--- src/rtl/fusion_packetizer_pkg.sv ---
// Shared sensor-glove definitions: packet framing, flag layout, FSM states
// and the pose snapshot record carried from the fusion stage to the radio.
package fusion_packetizer_pkg;

    localparam int unsigned PKT_LEN = 12;
    localparam int unsigned IDX_W   = 4;
    localparam logic [IDX_W-1:0] LAST_IDX = IDX_W'(PKT_LEN - 1);

    localparam int unsigned FLAG_X_BIT = 0;
    localparam int unsigned FLAG_Y_BIT = 1;
    localparam int unsigned FLAG_Z_BIT = 2;

    typedef enum logic [0:0] {
        ST_IDLE = 1'b0,
        ST_SEND = 1'b1
    } pkt_state_e;

    typedef struct packed {
        logic [15:0] pitch;
        logic [15:0] roll;
        logic [15:0] yaw;
        logic [15:0] finger;
        logic        x_motion;
        logic        y_motion;
        logic        z_motion;
    } pose_sample_t;

    function automatic logic [7:0] flags_byte(input pose_sample_t s);
        logic [7:0] f;
        f             = '0;
        f[FLAG_X_BIT] = s.x_motion;
        f[FLAG_Y_BIT] = s.y_motion;
        f[FLAG_Z_BIT] = s.z_motion;
        return f;
    endfunction

    // Bytes 1..10 of a packet; header and checksum are produced by the packetizer.
    function automatic logic [7:0] payload_byte(input pose_sample_t s,
                                                input logic [7:0] seq,
                                                input logic [IDX_W-1:0] idx);
        logic [7:0] b;
        case (idx)
            4'd1:    b = seq;
            4'd2:    b = flags_byte(s);
            4'd3:    b = s.pitch[15:8];
            4'd4:    b = s.pitch[7:0];
            4'd5:    b = s.roll[15:8];
            4'd6:    b = s.roll[7:0];
            4'd7:    b = s.yaw[15:8];
            4'd8:    b = s.yaw[7:0];
            4'd9:    b = s.finger[15:8];
            4'd10:   b = s.finger[7:0];
            default: b = '0;
        endcase
        return b;
    endfunction

endpackage

--- src/rtl/fusion_packetizer_slot.sv ---
// One pose snapshot register with a valid flag; load wins over clear.
module fusion_pkt_slot
    import fusion_packetizer_pkg::*;
(
    input  logic         clk,
    input  logic         rst,
    input  logic         load,
    input  logic         clear,
    input  pose_sample_t din,
    output logic         valid,
    output pose_sample_t dout
);

    pose_sample_t data_q, data_d;
    logic         valid_q, valid_d;

    // Next-state: capture on load, otherwise drop the valid flag on clear.
    always_comb begin
        data_d  = data_q;
        valid_d = valid_q;
        if (load) begin
            data_d  = din;
            valid_d = 1'b1;
        end else if (clear) begin
            valid_d = 1'b0;
        end
    end

    // Snapshot storage with asynchronous reset to empty.
    always_ff @(posedge clk or posedge rst) begin
        if (rst) begin
            data_q  <= '0;
            valid_q <= 1'b0;
        end else begin
            data_q  <= data_d;
            valid_q <= valid_d;
        end
    end

    assign valid = valid_q;
    assign dout  = data_q;

endmodule

--- src/rtl/fusion_packetizer.sv ---
// Pose packetizer: decimates fusion samples and streams 12-byte framed
// packets (header, seq, flags, four MSB-first words, checksum) to the UART.
module fusion_packetizer
    import fusion_packetizer_pkg::*;
#(
    parameter logic [7:0]  HEADER   = 8'hA5,
    parameter int unsigned DECIMATE = 1
) (
    input  logic               clk,
    input  logic               rst,
    input  logic               sample_valid,
    input  logic signed [15:0] pitch,
    input  logic signed [15:0] roll,
    input  logic signed [15:0] yaw,
    input  logic signed [15:0] finger_angle,
    input  logic               x_motion,
    input  logic               y_motion,
    input  logic               z_motion,
    output logic [7:0]         tx_data,
    output logic               tx_valid,
    input  logic               tx_ready,
    output logic               busy,
    output logic [7:0]         drop_count
);

    localparam logic [7:0] DEC_LAST = 8'(DECIMATE - 1);

    pose_sample_t     sample_in, cur_din, cur_data, pend_data;
    logic             cur_valid, pend_valid;
    logic             cur_load, cur_clear, cur_from_pend, pend_load, pend_clear;

    pkt_state_e       state_q, state_d;
    logic [IDX_W-1:0] byte_idx_q, byte_idx_d, next_idx;
    logic [7:0]       seq_q, seq_d;
    logic [7:0]       chk_q, chk_d;
    logic [7:0]       tx_data_q, tx_data_d;
    logic             tx_valid_q, tx_valid_d;
    logic [7:0]       drop_q, drop_d;
    logic [7:0]       dec_cnt_q, dec_cnt_d;
    logic             drop_inc, hs, last_hs, pack_sample;

    // Gather the pose inputs into one snapshot record.
    always_comb begin
        sample_in.pitch    = pitch;
        sample_in.roll     = roll;
        sample_in.yaw      = yaw;
        sample_in.finger   = finger_angle;
        sample_in.x_motion = x_motion;
        sample_in.y_motion = y_motion;
        sample_in.z_motion = z_motion;
    end

    // Decimation: only the sample seen at count 0 becomes a packet.
    always_comb begin
        dec_cnt_d = dec_cnt_q;
        if (sample_valid) begin
            dec_cnt_d = (dec_cnt_q == DEC_LAST) ? '0 : dec_cnt_q + 8'd1;
        end
    end

    assign pack_sample = sample_valid && (dec_cnt_q == '0);
    assign hs          = tx_valid_q && tx_ready;
    assign last_hs     = (state_q == ST_SEND) && hs && (byte_idx_q == LAST_IDX);
    assign next_idx    = byte_idx_q + 1'b1;
    assign cur_din     = cur_from_pend ? pend_data : sample_in;

    // Packet sequencing: header/seq/payload/checksum byte generation, pending handling.
    // A sample arriving on the final handshake behaves as if it had been pending,
    // so the next header follows directly without passing through IDLE.
    always_comb begin
        state_d       = state_q;
        byte_idx_d    = byte_idx_q;
        seq_d         = seq_q;
        chk_d         = chk_q;
        tx_data_d     = tx_data_q;
        tx_valid_d    = tx_valid_q;
        drop_inc      = 1'b0;
        cur_load      = 1'b0;
        cur_clear     = 1'b0;
        cur_from_pend = 1'b0;
        pend_load     = 1'b0;
        pend_clear    = 1'b0;
        case (state_q)
            ST_IDLE: begin
                tx_valid_d = 1'b0;
                if (pack_sample) begin
                    state_d    = ST_SEND;
                    cur_load   = 1'b1;
                    byte_idx_d = '0;
                    tx_data_d  = HEADER;
                    tx_valid_d = 1'b1;
                    chk_d      = '0;
                end
            end
            ST_SEND: begin
                if (pack_sample && !last_hs) begin
                    pend_load = 1'b1;
                    drop_inc  = pend_valid;
                end
                if (last_hs) begin
                    seq_d      = seq_q + 8'd1;
                    byte_idx_d = '0;
                    if (pack_sample || pend_valid) begin
                        cur_load      = 1'b1;
                        cur_from_pend = !pack_sample;
                        pend_clear    = 1'b1;
                        drop_inc      = pack_sample && pend_valid;
                        tx_data_d     = HEADER;
                        chk_d         = '0;
                    end else begin
                        state_d    = ST_IDLE;
                        tx_valid_d = 1'b0;
                        cur_clear  = 1'b1;
                    end
                end else if (hs) begin
                    byte_idx_d = next_idx;
                    if (byte_idx_q != '0) begin
                        chk_d = chk_q + tx_data_q;
                    end
                    if (next_idx == LAST_IDX) begin
                        tx_data_d = chk_q + tx_data_q;
                    end else begin
                        tx_data_d = payload_byte(cur_data, seq_q, next_idx);
                    end
                end
            end
            default: begin
                state_d    = ST_IDLE;
                tx_valid_d = 1'b0;
            end
        endcase
        drop_d = (drop_inc && (drop_q != 8'hFF)) ? drop_q + 8'd1 : drop_q;
    end

    // FSM and registered outputs, cleared asynchronously to abandon any packet.
    always_ff @(posedge clk or posedge rst) begin
        if (rst) begin
            state_q    <= ST_IDLE;
            byte_idx_q <= '0;
            seq_q      <= '0;
            chk_q      <= '0;
            tx_data_q  <= '0;
            tx_valid_q <= 1'b0;
            drop_q     <= '0;
            dec_cnt_q  <= '0;
        end else begin
            state_q    <= state_d;
            byte_idx_q <= byte_idx_d;
            seq_q      <= seq_d;
            chk_q      <= chk_d;
            tx_data_q  <= tx_data_d;
            tx_valid_q <= tx_valid_d;
            drop_q     <= drop_d;
            dec_cnt_q  <= dec_cnt_d;
        end
    end

    fusion_pkt_slot u_cur_slot (
        .clk   (clk),
        .rst   (rst),
        .load  (cur_load),
        .clear (cur_clear),
        .din   (cur_din),
        .valid (cur_valid),
        .dout  (cur_data)
    );

    fusion_pkt_slot u_pend_slot (
        .clk   (clk),
        .rst   (rst),
        .load  (pend_load),
        .clear (pend_clear),
        .din   (sample_in),
        .valid (pend_valid),
        .dout  (pend_data)
    );

    // The in-flight snapshot is valid exactly while a packet is being sent.
    assign busy       = cur_valid;
    assign tx_data    = tx_data_q;
    assign tx_valid   = tx_valid_q;
    assign drop_count = drop_q;

endmodule

--- config.mk ---
export PLATFORM = sky130hd
export DESIGN_NAME = fusion_packetizer
export DESIGN_NICKNAME = d
export VERILOG_FILES = /design/src/rtl/fusion_packetizer_pkg.sv /design/src/rtl/fusion_packetizer_slot.sv /design/src/rtl/fusion_packetizer.sv
export SDC_FILE = /design/constraint.sdc
export NUM_CORES = 1
export LEC_CHECK = 0
export ABC_AREA = 0
export BUFFER_PORTS_ARGS = -buffer_cell sky130_fd_sc_hd__buf_2
export CORE_UTILIZATION = 59
export CTS_BUF_LIST = sky130_fd_sc_hd__clkbuf_4 sky130_fd_sc_hd__clkbuf_8 sky130_fd_sc_hd__clkbuf_16
export DETAILED_ROUTE_END_ITERATION = 6
export PLACE_DENSITY = 0.88
export SETUP_SLACK_MARGIN = 0.1
export SLEW_MARGIN = 20
export SYNTH_ARGS = -nofsm -noshare
export SYNTH_HDL_FRONTEND = slang
export SYNTH_SLANG_ARGS = --single-unit
--- constraint.sdc ---
create_clock -name clk -period 6.8 [get_ports clk]
set_clock_uncertainty 0.15 [all_clocks]
set_input_delay 0.34 -clock clk [delete_from_list [all_inputs] [get_ports clk]]
set_output_delay 0.34 -clock clk [all_outputs]
set_load 0.03 [all_outputs]
# Word-level counts from Yosys, hierarchy flattened

Cells that the tools add are included.

Word-level logic and storage cells: 113
Bits of input ports: 71
Flip-flop bits (word level): 182
Output and inout bits: 18

Bitwise logic cells: 1
Multiplexer cells: 45
Eq/ne operators: 19
Add/sub/neg operators: 5
Reduce and logical (&&, ||, !) cells: 19

Operators by type and width:

| operator              | number |
|---|---|
| $mux W8               | 11 |
| $pmux W8 S10          | 1 |
| $mux W67              | 1 |
| $pmux W8 S2           | 2 |
| $add A8 B1 Y8 const B | 3 |
| $mux W1               | 23 |
| $eq A4 B4 Y1 const B  | 5 |
| $eq A4 B3 Y1 const B  | 4 |
| $mux W4               | 3 |
| $add A8 B8 Y8         | 1 |
| $eq A4 B2 Y1 const B  | 2 |
| $logic_not A8 Y1      | 1 |
| $ne A8 B8 Y1 const B  | 1 |
| $pmux W4 S2           | 1 |
| $logic_and A1 B1 Y1   | 7 |
| $ne A3 B1 Y1 const B  | 2 |
| $pmux W1 S2           | 3 |
| $reduce_and A2 Y1     | 3 |
| $add A4 B1 Y4 const B | 1 |
| $eq A4 B1 Y1 const B  | 1 |
| $ne A2 B2 Y1 const B  | 2 |
| $reduce_and A4 Y1     | 1 |
| $reduce_bool A2 Y1    | 2 |
| $reduce_bool A4 Y1    | 1 |
| other kinds (6)       | 7 |

# Longest topological paths before layout

Depth in word-level cells: 10
Gate-level depth with buffers: 11
Depth with buffers taken out: 8

# Modules after synthesis

From an unflattened synthesis, not the netlist that was laid out.

Cell total of the unflattened synthesis: 798
Area, all modules: 9,796.9 um^2

Modules (own cells, without submodules):

| module            | area each (um^2) | seq. area each (um^2) | cells each | instances |
|---|---|---|---|---|
| fusion_pkt_slot   | 2,607.5          | 1,701.6               | 146        | 2 |
| fusion_packetizer | 4,581.9          | 1,151.1               | 506        | 1 |

# Worst setup path after synthesis

Ideal clock, no wire load.

Path type: register -> register
Start point: reg byte_idx_q[0]
End point: reg tx_data_q[3] (netlist: tx_data[3])
Period minus slack after synthesis: 2.400 ns
Buffers on the path: 3
Setup slack: 4.400 ns
Data required time: 6.524 ns
Setup time: 0.126 ns
Cell stages (with the launch flop): 11
Arrival time: 2.124 ns
Cell sequence: dfrtp_1 buf_2 inv_1 ha_1 clkbuf_1 buf_1 a22oi_1 o32ai_1 a221oi_1 nand3_1 a221o_1

Longest elaborated chain between the ends: 7
Elaborated cells on any way between the ends: 22
Classes of those cells: 1 x add/sub; 14 x eq/ne; 5 x mux; 2 x reduce/logical

RTL lines:

| element                                    | RTL line                    | RTL |
|---|---|---|
| start: declaration                         | fusion_packetizer.sv:33     | `logic [IDX_W-1:0] byte_idx_q, byte_idx_d, next_idx;` |
| start signal: assignment                   | fusion_packetizer.sv:148    | `byte_idx_q <= byte_idx_d;` |
| $add A4 B1 Y4                              | fusion_packetizer.sv:64     | `assign next_idx = byte_idx_q + 1'b1;` |
| $eq A4 B4 Y1, or another cell as far along | fusion_packetizer_pkg.sv:42 | `case (idx)` |
| $pmux W8 S10                               | fusion_packetizer_pkg.sv:42 |  |
| $mux W8                                    | fusion_packetizer.sv:120    | `if (next_idx == LAST_IDX) begin` |
| $mux W8                                    | fusion_packetizer.sv:115    | `end else if (hs) begin` |
| $mux W8                                    | fusion_packetizer.sv:100    | `if (last_hs) begin` |
| $pmux W8 S2                                | fusion_packetizer.sv:83     | `case (state_q)` |
| end signal: assignment                     | fusion_packetizer.sv:151    | `tx_data_q <= tx_data_d;` |
| end: declaration                           | fusion_packetizer.sv:36     | `logic [7:0] tx_data_q, tx_data_d;` |

Several ways; a longest one is shown, not always the timed one. The select of a mux whose other input is x is not followed.
A chain may end at the register's enable or synchronous reset.

# Worst setup path after layout

Start point: reg byte_idx_q[0]
End point: reg u_cur_slot.data_q, in the netlist u_cur_slot.dout[52]

Longest elaborated chain between the ends: 5
Elaborated cells on any way between the ends: 7
Classes of those cells: 1 x eq/ne; 5 x mux; 1 x reduce/logical

RTL lines:

| element                | RTL line                     | RTL |
|---|---|---|
| $eq A4 B4 Y1 *         | fusion_packetizer.sv:63      | `assign last_hs = (state_q == ST_SEND) && hs && (byte_idx_q == LAST_IDX);` |
| $logic_and A1 B1 Y1 *  | fusion_packetizer.sv:63      |  |
| $mux W1                | fusion_packetizer.sv:100     |  |
| $mux W1                | fusion_packetizer.sv:83      |  |
| $mux W67               | fusion_packetizer.sv:65      | `assign cur_din = cur_from_pend ? pend_data : sample_in;` |
| end signal: assignment | fusion_packetizer_slot.sv:35 | `data_q <= data_d;` |
| end: declaration       | fusion_packetizer_slot.sv:14 | `pose_sample_t data_q, data_d;` |

Mark *: on every way between the ends. The rest lies on a longest branch, timed or not.

==> qor.csv <==
metric,value,unit
status,finished with violations,
violations,hold timing,
cts_sinks,182,
synth_top_area_cell,dfrtp_1,
drive_gt1_frac,0.204,
rows,44,
mostFrequentLayoutCell,dfrtp_1,
place.gp.congestion,0.969,
grtUsageTotal,0.287,
syn_area,0.00906,mm2
worstSkewPairLatency,440,ps
leakage,0.00448,uW
synthTopCellsByArea,"dfrtp_1, mux2i_1, mux2_2",
syn_avg_cell_area,11.0,um2
tightest_slew,990,ps
vias,6935,
post_cts_buffers,0,
wl_per_cell,19.5,um
placed_cells,1056,
cts_buffers,17,
ys_seq_area_frac,0.502,
root_buffer,clkbuf_16,
synth.net_count,913,
finalWirelength,21.8,mm
slew_headroom,0.340,
die_w,126,um
dieArea,0.0159,mm2
ios,89,
initial_core_util,0.614,
final-hold-violation-count,47,
grt_pass1_vias,7065,
startpoint,byte_idx_q[0],
setup_violations,0,
first_pass_iters,6,
syn_inst,825,
critPathLaunchType,register,
clkTransAtPathRegs,70,ps
fin_util,0.710,
overflow,0,
antenna_found_initial,0,
grt_pass1_wl,35.4,mm
ant_nets,0,
powerDensity,420,mW/mm2
cap_violations,0,
grt_setup_unrepaired,no,
worstPathMaxFanout,79,
required,6990,ps
ys_seq_elements,182,
async_flop_share,1.00,
cts_tree,built,
hold_buffers,32,
synth_top_area_share,0.502,
hpwlAfterDp,14.0,mm
clockBufferDepth,2,
first_iter_violations,595,
ir_drop,0.000248,V
ys_types,71,
r2r_end,u_cur_slot.dout[52],
arrival,3970,ps
cts-htree-levels,4,
drv_slew,0,
cts_resized,0,
synth_edf_count,0,
drc_errors,0,
final_cells,1118,
r2r_setup_slack,3020,ps
portBuffers,88,
viasPerCell,6.20,
timing.hold.ws,-30.3,ps
worstReg2RegStart,byte_idx_q[0],
core,0.0148,mm2
synth_top_flop_cell,dfrtp_1,
die_y,126,um
cp-end-kind,register,
post-route-period-util,0.555,
ff2ff_path_depth,9,
syn_to_final_growth,15.5,%
max_freq,265,MHz
antennaDiodeCount,0,
finalSetupTns,0,ps
critPathKind,reg -> reg,
grt_start_max_net_pins,103,
final_cell_mix,"dfrtp_1, nor2_1, buf_2",
yosysWarnings,0,
nets,1013,
fin_crit,3780,ps
min_path_type,in -> async,
## cell families after synthesis
logic type	after synthesis	share of synthesized area
DFF	182	0.502
AOI/OAI and AO/OA	201	0.146
xor gates and xnor gates	26	0.0251
muxes	139	0.163
buffers and inverters	61	0.0357
adders and majority gates	17	0.0243
and+or+nand+nor	199	0.103
## how the worst max path moves through the flow
stage	to	slack [ps]	depth (start not counted)
detailed placement	u_cur_slot.dout[12]	3190	7
finish	u_cur_slot.dout[52]	3020	9
floorplan	byte_idx_q[0]	1370	1
global route	u_cur_slot.dout[52]	2760	9
CTS	u_cur_slot.dout[12]	3160	7
global placement	u_cur_slot.dout[12]	3340	7
## final cells by class
type / count / area [um2]
clock inverter: 8 / 125
tap: 184 / 230
timing repair buffer: 128 / 830
multi-input combinational: 582 / 4210
clock buffer: 20 / 467
fill: 1032 / 4280
inverter: 14 / 57.6
sequential: 182 / 4550
## where the power goes
part / internal [uW] / leakage [uW] / switching (uW) / total [uW]
registers: 1580 / 0.00220 / 356 / 1930
clock network: 599 / 0.000290 / 405 / 1000
logic: 640 / 0.00199 / 821 / 1460
## state kept, by name, summed over array words and instances (netlist names)
| register | count |
|---|---|
| seq_q | 8 |
| tx_valid | 1 |
| drop_count | 8 |
| u_cur_slot.valid | 1 |
| chk_q | 8 |
| dec_cnt_q | 8 |
| u_pend_slot.dout | 67 |
| byte_idx_q | 4 |
| u_cur_slot.dout | 67 |
| u_pend_slot.valid | 1 |
| tx_data | 8 |
| state_q | 1 |
## synthesized netlist by cell type, drive strengths merged (2+ instances only)
cell	number
nor2b	3
nand3b	2
and3	15
a311oi	2
o21a	2
nand2b	3
dfrtp	182
o32a	2
xnor2	19
buf	36
a21boi	2
a211oi	7
a31oi	6
nand3	12
a22oi	16
mux2i	70
a222oi	5
a32oi	4
o32ai	2
o21ai	25
a21oi	83
a22o	13
nand4	8
nand2	43
a221o	3
clkbuf	11
o22ai	4
a31o	2
and2	5
xor2	7
ha	16
a21o	4
inv	14
o31ai	5
o21bai	3
nor3	8
mux2	69
nor2	94
## worst max-delay path: stages, from the launching register on
cell	delay, ps
dfrtp_1	560
ha_1	620
nand3b_1	240
nor2_2	300
nand2_1	150
a21boi_4	150
buf_4	460
buf_4	690
nor2_1	90
a21oi_1	220
## layer usage
layer	part of all wire	global-route usage	routed length [um]	vias up
li1	-	-	-	3193
met1	0.42	0.374	9120	3412
met2	0.49	0.464	10700	277
met3	0.061	0.0667	1320	53
met4	0.031	0.120	666	0
met5	0	0	0	-
## stage by stage
step | power [uW] | instance area (um2) | setup WS (ps)
finish | 4400 | 10500 | 3020
global route | 4650 | 10500 | 2760
CTS | 4370 | 10500 | 3160
detailed placement | 3350 | 9540 | 3190
global placement | 3250 | 9540 | 3340
floorplan | 2900 | 9060 | 1370
(Power assumes the default switching activity.)
